--- src/rtl/sha1_msg_padder.sv ---
// SHA-1 front end: packs a 32-bit word stream into padded 512-bit blocks, bursts each
// block to the sha1 core as 16 back-to-back words and captures the final digest.
module sha1_msg_padder #(
  parameter int LEN_W = 32
) (
  input  logic         clk,
  input  logic         rst,
  input  logic         msg_vld,
  output logic         msg_rdy,
  input  logic [31:0]  msg_data,
  input  logic         msg_last,
  input  logic [2:0]   msg_bytes,
  output logic         blk_vld,
  output logic [31:0]  blk_data,
  output logic         blk_prec,
  input  logic         core_busy,
  input  logic         core_dout_vld,
  input  logic [159:0] core_dout,
  output logic         dig_vld,
  output logic [159:0] dig
);

  typedef enum logic [1:0] {S_FILL, S_PAD, S_SEND, S_WAIT} state_t;

  state_t           state_q, state_d;
  logic [3:0]       wr_ptr_q, wr_ptr_d;
  logic [4:0]       rd_cnt_q, rd_cnt_d;
  logic [LEN_W-1:0] byte_cnt_q, byte_cnt_d;
  logic             first_q, first_d;
  logic             pend80_q, pend80_d;
  logic             needlen_q, needlen_d;
  logic             final_q, final_d;
  logic             len_ok_q, len_ok_d;
  logic             blk_vld_q, blk_vld_d;
  logic [31:0]      blk_data_q, blk_data_d;
  logic             blk_prec_q, blk_prec_d;
  logic             dig_vld_q, dig_vld_d;
  logic [159:0]     dig_q, dig_d;

  logic [31:0]      blk_buf_q [16];
  logic             buf_we;
  logic [3:0]       buf_waddr;
  logic [31:0]      buf_wdat;
  logic [31:0]      last_word;
  logic [63:0]      bit_len;
  logic             acc;

  assign msg_rdy  = (state_q == S_FILL) && !rst;
  assign acc      = msg_vld && msg_rdy;
  assign bit_len  = 64'({byte_cnt_q, 3'b000});
  assign blk_vld  = blk_vld_q;
  assign blk_data = blk_data_q;
  assign blk_prec = blk_prec_q;
  assign dig_vld  = dig_vld_q;
  assign dig      = dig_q;

  // Keep the valid bytes of the final word, terminate with 0x80, zero the rest.
  always_comb begin
    last_word = '0;
    for (int i = 0; i < 4; i++) begin
      if (3'(i) < msg_bytes)       last_word[31-8*i -: 8] = msg_data[31-8*i -: 8];
      else if (3'(i) == msg_bytes) last_word[31-8*i -: 8] = 8'h80;
    end
  end

  always_comb begin
    state_d    = state_q;
    wr_ptr_d   = wr_ptr_q;
    rd_cnt_d   = rd_cnt_q;
    byte_cnt_d = byte_cnt_q;
    first_d    = first_q;
    pend80_d   = pend80_q;
    needlen_d  = needlen_q;
    final_d    = final_q;
    len_ok_d   = len_ok_q;
    blk_vld_d  = 1'b0;
    blk_data_d = '0;
    blk_prec_d = 1'b0;
    dig_vld_d  = 1'b0;
    dig_d      = dig_q;
    buf_we     = 1'b0;
    buf_waddr  = wr_ptr_q;
    buf_wdat   = '0;
    unique case (state_q)
      S_FILL: begin
        if (acc) begin
          buf_we     = 1'b1;
          buf_wdat   = msg_last ? last_word : msg_data;
          byte_cnt_d = byte_cnt_q + (msg_last ? LEN_W'(msg_bytes) : LEN_W'(4));
          if (!msg_last) begin
            if (wr_ptr_q == 4'd15) begin
              wr_ptr_d = 4'd0;
              final_d  = 1'b0;
              state_d  = S_SEND;
            end else begin
              wr_ptr_d = wr_ptr_q + 4'd1;
            end
          end else begin
            if (msg_bytes == 3'd4) pend80_d = 1'b1;
            else if (wr_ptr_q <= 4'd13) len_ok_d = 1'b1;
            final_d = 1'b0;
            if (wr_ptr_q == 4'd15) begin
              wr_ptr_d  = 4'd0;
              needlen_d = 1'b1;
              state_d   = S_SEND;
            end else begin
              wr_ptr_d = wr_ptr_q + 4'd1;
              state_d  = S_PAD;
            end
          end
        end
      end
      S_PAD: begin
        buf_we = 1'b1;
        if (pend80_q) begin
          buf_wdat = 32'h8000_0000;
          pend80_d = 1'b0;
          if (wr_ptr_q <= 4'd13) len_ok_d = 1'b1;
        end else if (len_ok_q && wr_ptr_q == 4'd14) begin
          buf_wdat = bit_len[63:32];
        end else if (len_ok_q && wr_ptr_q == 4'd15) begin
          buf_wdat = bit_len[31:0];
        end
        if (wr_ptr_q == 4'd15) begin
          wr_ptr_d = 4'd0;
          state_d  = S_SEND;
          if (len_ok_q && !pend80_q) final_d = 1'b1;
          else                       needlen_d = 1'b1;
        end else begin
          wr_ptr_d = wr_ptr_q + 4'd1;
        end
      end
      S_SEND: begin
        // The core is only checked before word 0; once started the burst is unbroken.
        if (rd_cnt_q == 5'd0) begin
          if (!core_busy) begin
            blk_vld_d  = 1'b1;
            blk_data_d = blk_buf_q[0];
            blk_prec_d = !first_q;
            rd_cnt_d   = 5'd1;
          end
        end else if (rd_cnt_q == 5'd16) begin
          rd_cnt_d = 5'd0;
          first_d  = 1'b0;
          state_d  = S_WAIT;
        end else begin
          blk_vld_d  = 1'b1;
          blk_data_d = blk_buf_q[rd_cnt_q[3:0]];
          blk_prec_d = !first_q;
          rd_cnt_d   = rd_cnt_q + 5'd1;
        end
      end
      S_WAIT: begin
        if (core_dout_vld) begin
          wr_ptr_d = 4'd0;
          if (final_q) begin
            dig_d      = core_dout;
            dig_vld_d  = 1'b1;
            first_d    = 1'b1;
            byte_cnt_d = '0;
            final_d    = 1'b0;
            pend80_d   = 1'b0;
            needlen_d  = 1'b0;
            len_ok_d   = 1'b0;
            state_d    = S_FILL;
          end else if (pend80_q || needlen_q) begin
            // The 0x80 is either already sent or goes to word 0, so length fits here.
            needlen_d = 1'b0;
            len_ok_d  = 1'b1;
            state_d   = S_PAD;
          end else begin
            len_ok_d = 1'b0;
            state_d  = S_FILL;
          end
        end
      end
      default: state_d = S_FILL;
    endcase
  end

  always_ff @(posedge clk) begin
    if (rst) begin
      state_q    <= S_FILL;
      wr_ptr_q   <= '0;
      rd_cnt_q   <= '0;
      byte_cnt_q <= '0;
      first_q    <= 1'b1;
      pend80_q   <= 1'b0;
      needlen_q  <= 1'b0;
      final_q    <= 1'b0;
      len_ok_q   <= 1'b0;
      blk_vld_q  <= 1'b0;
      blk_data_q <= '0;
      blk_prec_q <= 1'b0;
      dig_vld_q  <= 1'b0;
      dig_q      <= '0;
    end else begin
      state_q    <= state_d;
      wr_ptr_q   <= wr_ptr_d;
      rd_cnt_q   <= rd_cnt_d;
      byte_cnt_q <= byte_cnt_d;
      first_q    <= first_d;
      pend80_q   <= pend80_d;
      needlen_q  <= needlen_d;
      final_q    <= final_d;
      len_ok_q   <= len_ok_d;
      blk_vld_q  <= blk_vld_d;
      blk_data_q <= blk_data_d;
      blk_prec_q <= blk_prec_d;
      dig_vld_q  <= dig_vld_d;
      dig_q      <= dig_d;
    end
  end

  always_ff @(posedge clk) begin
    if (buf_we) blk_buf_q[buf_waddr] <= buf_wdat;
  end

endmodule

--- config.mk ---
export PLATFORM = sky130hd
export DESIGN_NAME = sha1_msg_padder
export DESIGN_NICKNAME = d
export VERILOG_FILES = /design/src/rtl/sha1_msg_padder.sv
export SDC_FILE = /design/constraint.sdc
export NUM_CORES = 1
export LEC_CHECK = 0
export BUFFER_PORTS_ARGS = -buffer_cell sky130_fd_sc_hd__buf_2
export CAP_MARGIN = 30
export CORE_MARGIN = 2
export CORE_UTILIZATION = 50
export DETAILED_ROUTE_END_ITERATION = 10
export PLACE_DENSITY = 0.76
export SLEW_MARGIN = 20
export SYNTH_ARGS = -nofsm -noshare
export SYNTH_HDL_FRONTEND = slang
export SYNTH_SLANG_ARGS = --single-unit
export TNS_END_PERCENT = 50
--- constraint.sdc ---
create_clock -name clk -period 6.16 [get_ports clk]
set_input_delay 0.308 -clock clk [delete_from_list [all_inputs] [get_ports clk]]
set_output_delay 0.308 -clock clk [all_outputs]
set_load 0.05 [all_outputs]
==> flow_summary.toml <==
[timing]
drv_slew = 0
fmaxAchievable_mhz = 315
fin_crit_ps = 3180
rsz0062_at_grt = "false"
worstMarginPinSlew_ps = 984
hold_viol_final = 0
fin_skew_ps = 56.4
fin_crit_sh_pct = 51.6
fin_tns_setup_ps = 0
finalSetupViolCount = 0
maxSlewHeadroom_pct = 34.4

[die]
chipWidth_microns = 245
rows = 88
die_area_sq_um = 59800
die_h_microns = 245
initial_core_util_pct = 50.3
coreArea_sq_um = 57500
io_pins = 397

[worst_setup_path]
cp-start-kind = "register"
cp_top_family = "simple AND/OR/NAND/NOR gates"
r2r_end = "blk_buf_q[10][2]$_DFFE_PP_"
end_kind = "register"
rr_worst_depth = 3
crit_chain = "or4b_1, nor2_1, a22o_1"
rr_startpoint = "state_q[1]$_SDFFE_PP0P_"
slowest_stage = "or4b_1"
critPathBufInv = 0
worst-setup-path-type = "register to register"
crit_arrival_ps = 3500
required_ps = 6490
cpPeakStageDelay_ps = 840
worst-r2r-setup-slack_ps = 2980
critPathMaxFanout = 20

[synth]
ys_ff_latch = 759
synthArstFlopShare_pct = 0
synth.area.top_cells = "edfxtp_1, dfxtp_1, mux4_2, nand2_1, a21oi_1"
synth_seq_area_share_pct = 70.3
syn_inst = 1948
synth_edf_count = 512
syn-num-nets = 2160
synth-main-ff-cell = "edfxtp_1"
syn-cell-area_sq_um = 28900
yosys.area.top_type = "edfxtp_1"
ys_warn_count = 0
synth_cell_types = 58
synth_top_area_share_pct = 53.2
syn_avg_cell_area_sq_um = 14.8

[clocking]
cts_tree = "built"
numClockSinks = 759
root_buffer = "clkbuf_16"
post_cts_resized = 0
clk_latency_ps = 650
cts_max_level = 3
clockBufferDepth = 3
path_clk_slew_ps = 60
cts_made_buffers = 77

[placed_design]
portBuffers = 396
dp_hpwl_microns = 49500
dpl.cell_count = 3026
place_congestion = 0.860

[power]
p_total_mw = 10.7
vdd_ir_drop_max_mv = 0.209
p_per_area_nw_per_um2 = 297
p_leak_nw = 12.8

[drt]
via_per_inst = 5.88
drc = 0
drtAntennaViolNets = 0
wl_per_cell_microns = 24.6
drtPass1Iterations = 6
wl_microns = 82000
drt_iter0_drc = 1918
vias = 19600

[global_route]
grt.busiest_layer = "met2"
met2_usage_pct = 46.5
antenna_found_initial = 6
grt_start_max_net_pins = 92
grt.overflow.total = 0
grt_pass1_wl_microns = 122000
grt_pass1_vias = 20000
gr-usage-all-layers_pct = 27.4
use_met3_pct = 4.99
grt_use_met1_pct = 33.2

[min_path]
hold_start = "msg_last"
min_path_type = "input port to register"
whs_endpoint = "final_q$_SDFFE_PP0P_"
min_path_cells = 3

[final_layout]
areaGrowthSynthToFinish_pct = 24.8
nNetsFinal = 2712
drive_gt1_share_pct = 29.3
fin_cells = 3335
fillers = 3956
utilization_pct = 62.8

[job]
max_cap_viol_count = 0

[status]
status = "finished, final reports clean"
[cell type report]
cell class	count	area [sq um]	share of cell area, %
Timing Repair Buffer	592	3920	10.9
Inverter	14	52.6	0.146
Clock inverter	35	415	1.15
Sequential cell	759	20300	56.3
Antenna cell	6	15.0	0.0416
Tap cell	765	957	2.65
Multi-Input combinational cell	1056	8200	22.7
Clock buffer	108	2200	6.09
[worst max path at each step]
stage                                  startpoint                          to  slack [ps]  depth (start not counted)
after floorplan           state_q[0]$_SDFFE_PP0P_   blk_buf_q[2][0]$_DFFE_PP_        2460                          5
after CTS                 state_q[1]$_SDFFE_PP0P_  blk_buf_q[1][11]$_DFFE_PP_        3020                          3
final                     state_q[1]$_SDFFE_PP0P_  blk_buf_q[10][2]$_DFFE_PP_        2980                          3
after global placement                        rst  blk_buf_q[5][10]$_DFFE_PP_        3100                          4
after global routing      state_q[0]$_SDFFE_PP0P_  blk_buf_q[7][24]$_DFFE_PP_        2840                          5
after detailed placement                      rst   blk_buf_q[1][2]$_DFFE_PP_        3000                          4
[per-stage QoR]
| step | worst slack, ps | instance area, sq um | hold slack, ps |
|---|---|---|---|
| 6_report | 2980 | 36100 | 43.2 |
| 5_1_grt | 2840 | 36100 | 42.4 |
| 4_1_cts | 3020 | 36000 | 8.49 |
| 3_5_place_dp | 3000 | 31800 | 404 |
| 3_3_place_gp | 3100 | 31800 | 406 |
| 2_1_floorplan | 2460 | 28900 | 393 |
[flip-flops by register name, indices dropped and copies added (netlist names), named ones only]
register,cells
dig_vld,1
byte_cnt_q,32
blk_vld,1
rd_cnt_q,5
buf_waddr,4
dig,160
blk_buf_q,512
needlen_q,1
blk_data,32
pend80_q,1
len_ok_q,1
blk_prec,1
state_q,2
first_q,1
final_q,1
[cells in the final DEF, fill, tap and decap left out, drive strengths merged, types with 9 or more instances in the layout]
| cell | synthesis | layout |
|---|---|---|
| dfxtp | 247 | 247 |
| nand2 | 350 | 350 |
| inv | 14 | 19 |
| buf | 25 | 435 |
| clkbuf | 94 | 109 |
| dlygate4sd3 | 0 | 156 |
| mux2 | 33 | 33 |
| edfxtp | 512 | 512 |
| nand4 | 17 | 17 |
| clkinv | 0 | 21 |
| xnor2 | 19 | 19 |
| o21ai | 9 | 9 |
| mux2i | 34 | 34 |
| nand3 | 18 | 18 |
| ha | 10 | 10 |
| a21oi | 176 | 176 |
| a22o | 29 | 29 |
| nor2 | 98 | 98 |
| xor2 | 11 | 11 |
| mux4 | 128 | 128 |
| a221o | 33 | 33 |
| nor3 | 19 | 19 |
[synth_stat cells, types with 5 or more instances]
master / count
a22o_1: 28
nor2b_1: 6
buf_2: 16
edfxtp_1: 512
nand2_1: 350
a21oi_1: 176
nand2b_1: 8
mux2_2: 33
nor3_1: 19
nor4_1: 5
or3_1: 6
mux2i_1: 34
nor2_1: 97
a211oi_1: 6
a221o_1: 33
dfxtp_1: 247
o21ai_0: 9
mux4_2: 128
xnor2_1: 19
nand3_1: 18
clkbuf_1: 94
nand4_1: 17
xor2_1: 11
inv_1: 14
ha_1: 10
buf_1: 5
[metal layers]
metal	up-vias	wire length (microns)
li1	8424	-
met1	9766	29000
met2	1215	41100
met3	221	7130
met4	0	4780
met5	-	0
[power breakdown]
part,internal [mW],leakage (nW),switching (mW)
combinational,0.233,4.75,0.238
clock,2.75,1.28,2.01
sequential,5.46,6.74,0.0298
total,8.44,12.8,2.27
[cells by family after synthesis]
| family | count (synthesis) | share of synthesized area (%) |
|---|---|---|
| AND/OR/NAND/NOR | 550 | 8.11 |
| multiplexers | 195 | 12.4 |
| buffers and inverters | 133 | 1.87 |
| adder cells (fa/ha/maj) | 11 | 0.502 |
| flip-flops | 759 | 70.3 |
| AO/OA/AOI/OAI | 270 | 5.92 |
| XOR/XNOR | 30 | 0.908 |
[timing repair]
item | CTS | global route
hold buffers | 156 | 0
endpoints found under the hold margin | 156 | 0
setup buffers | 0 | 0
[worst min-delay path, stage by stage]
cell      delay, ps
buf_2           130
nand2b_1        100
a311oi_1         90
(Power assumes the default switching activity.)
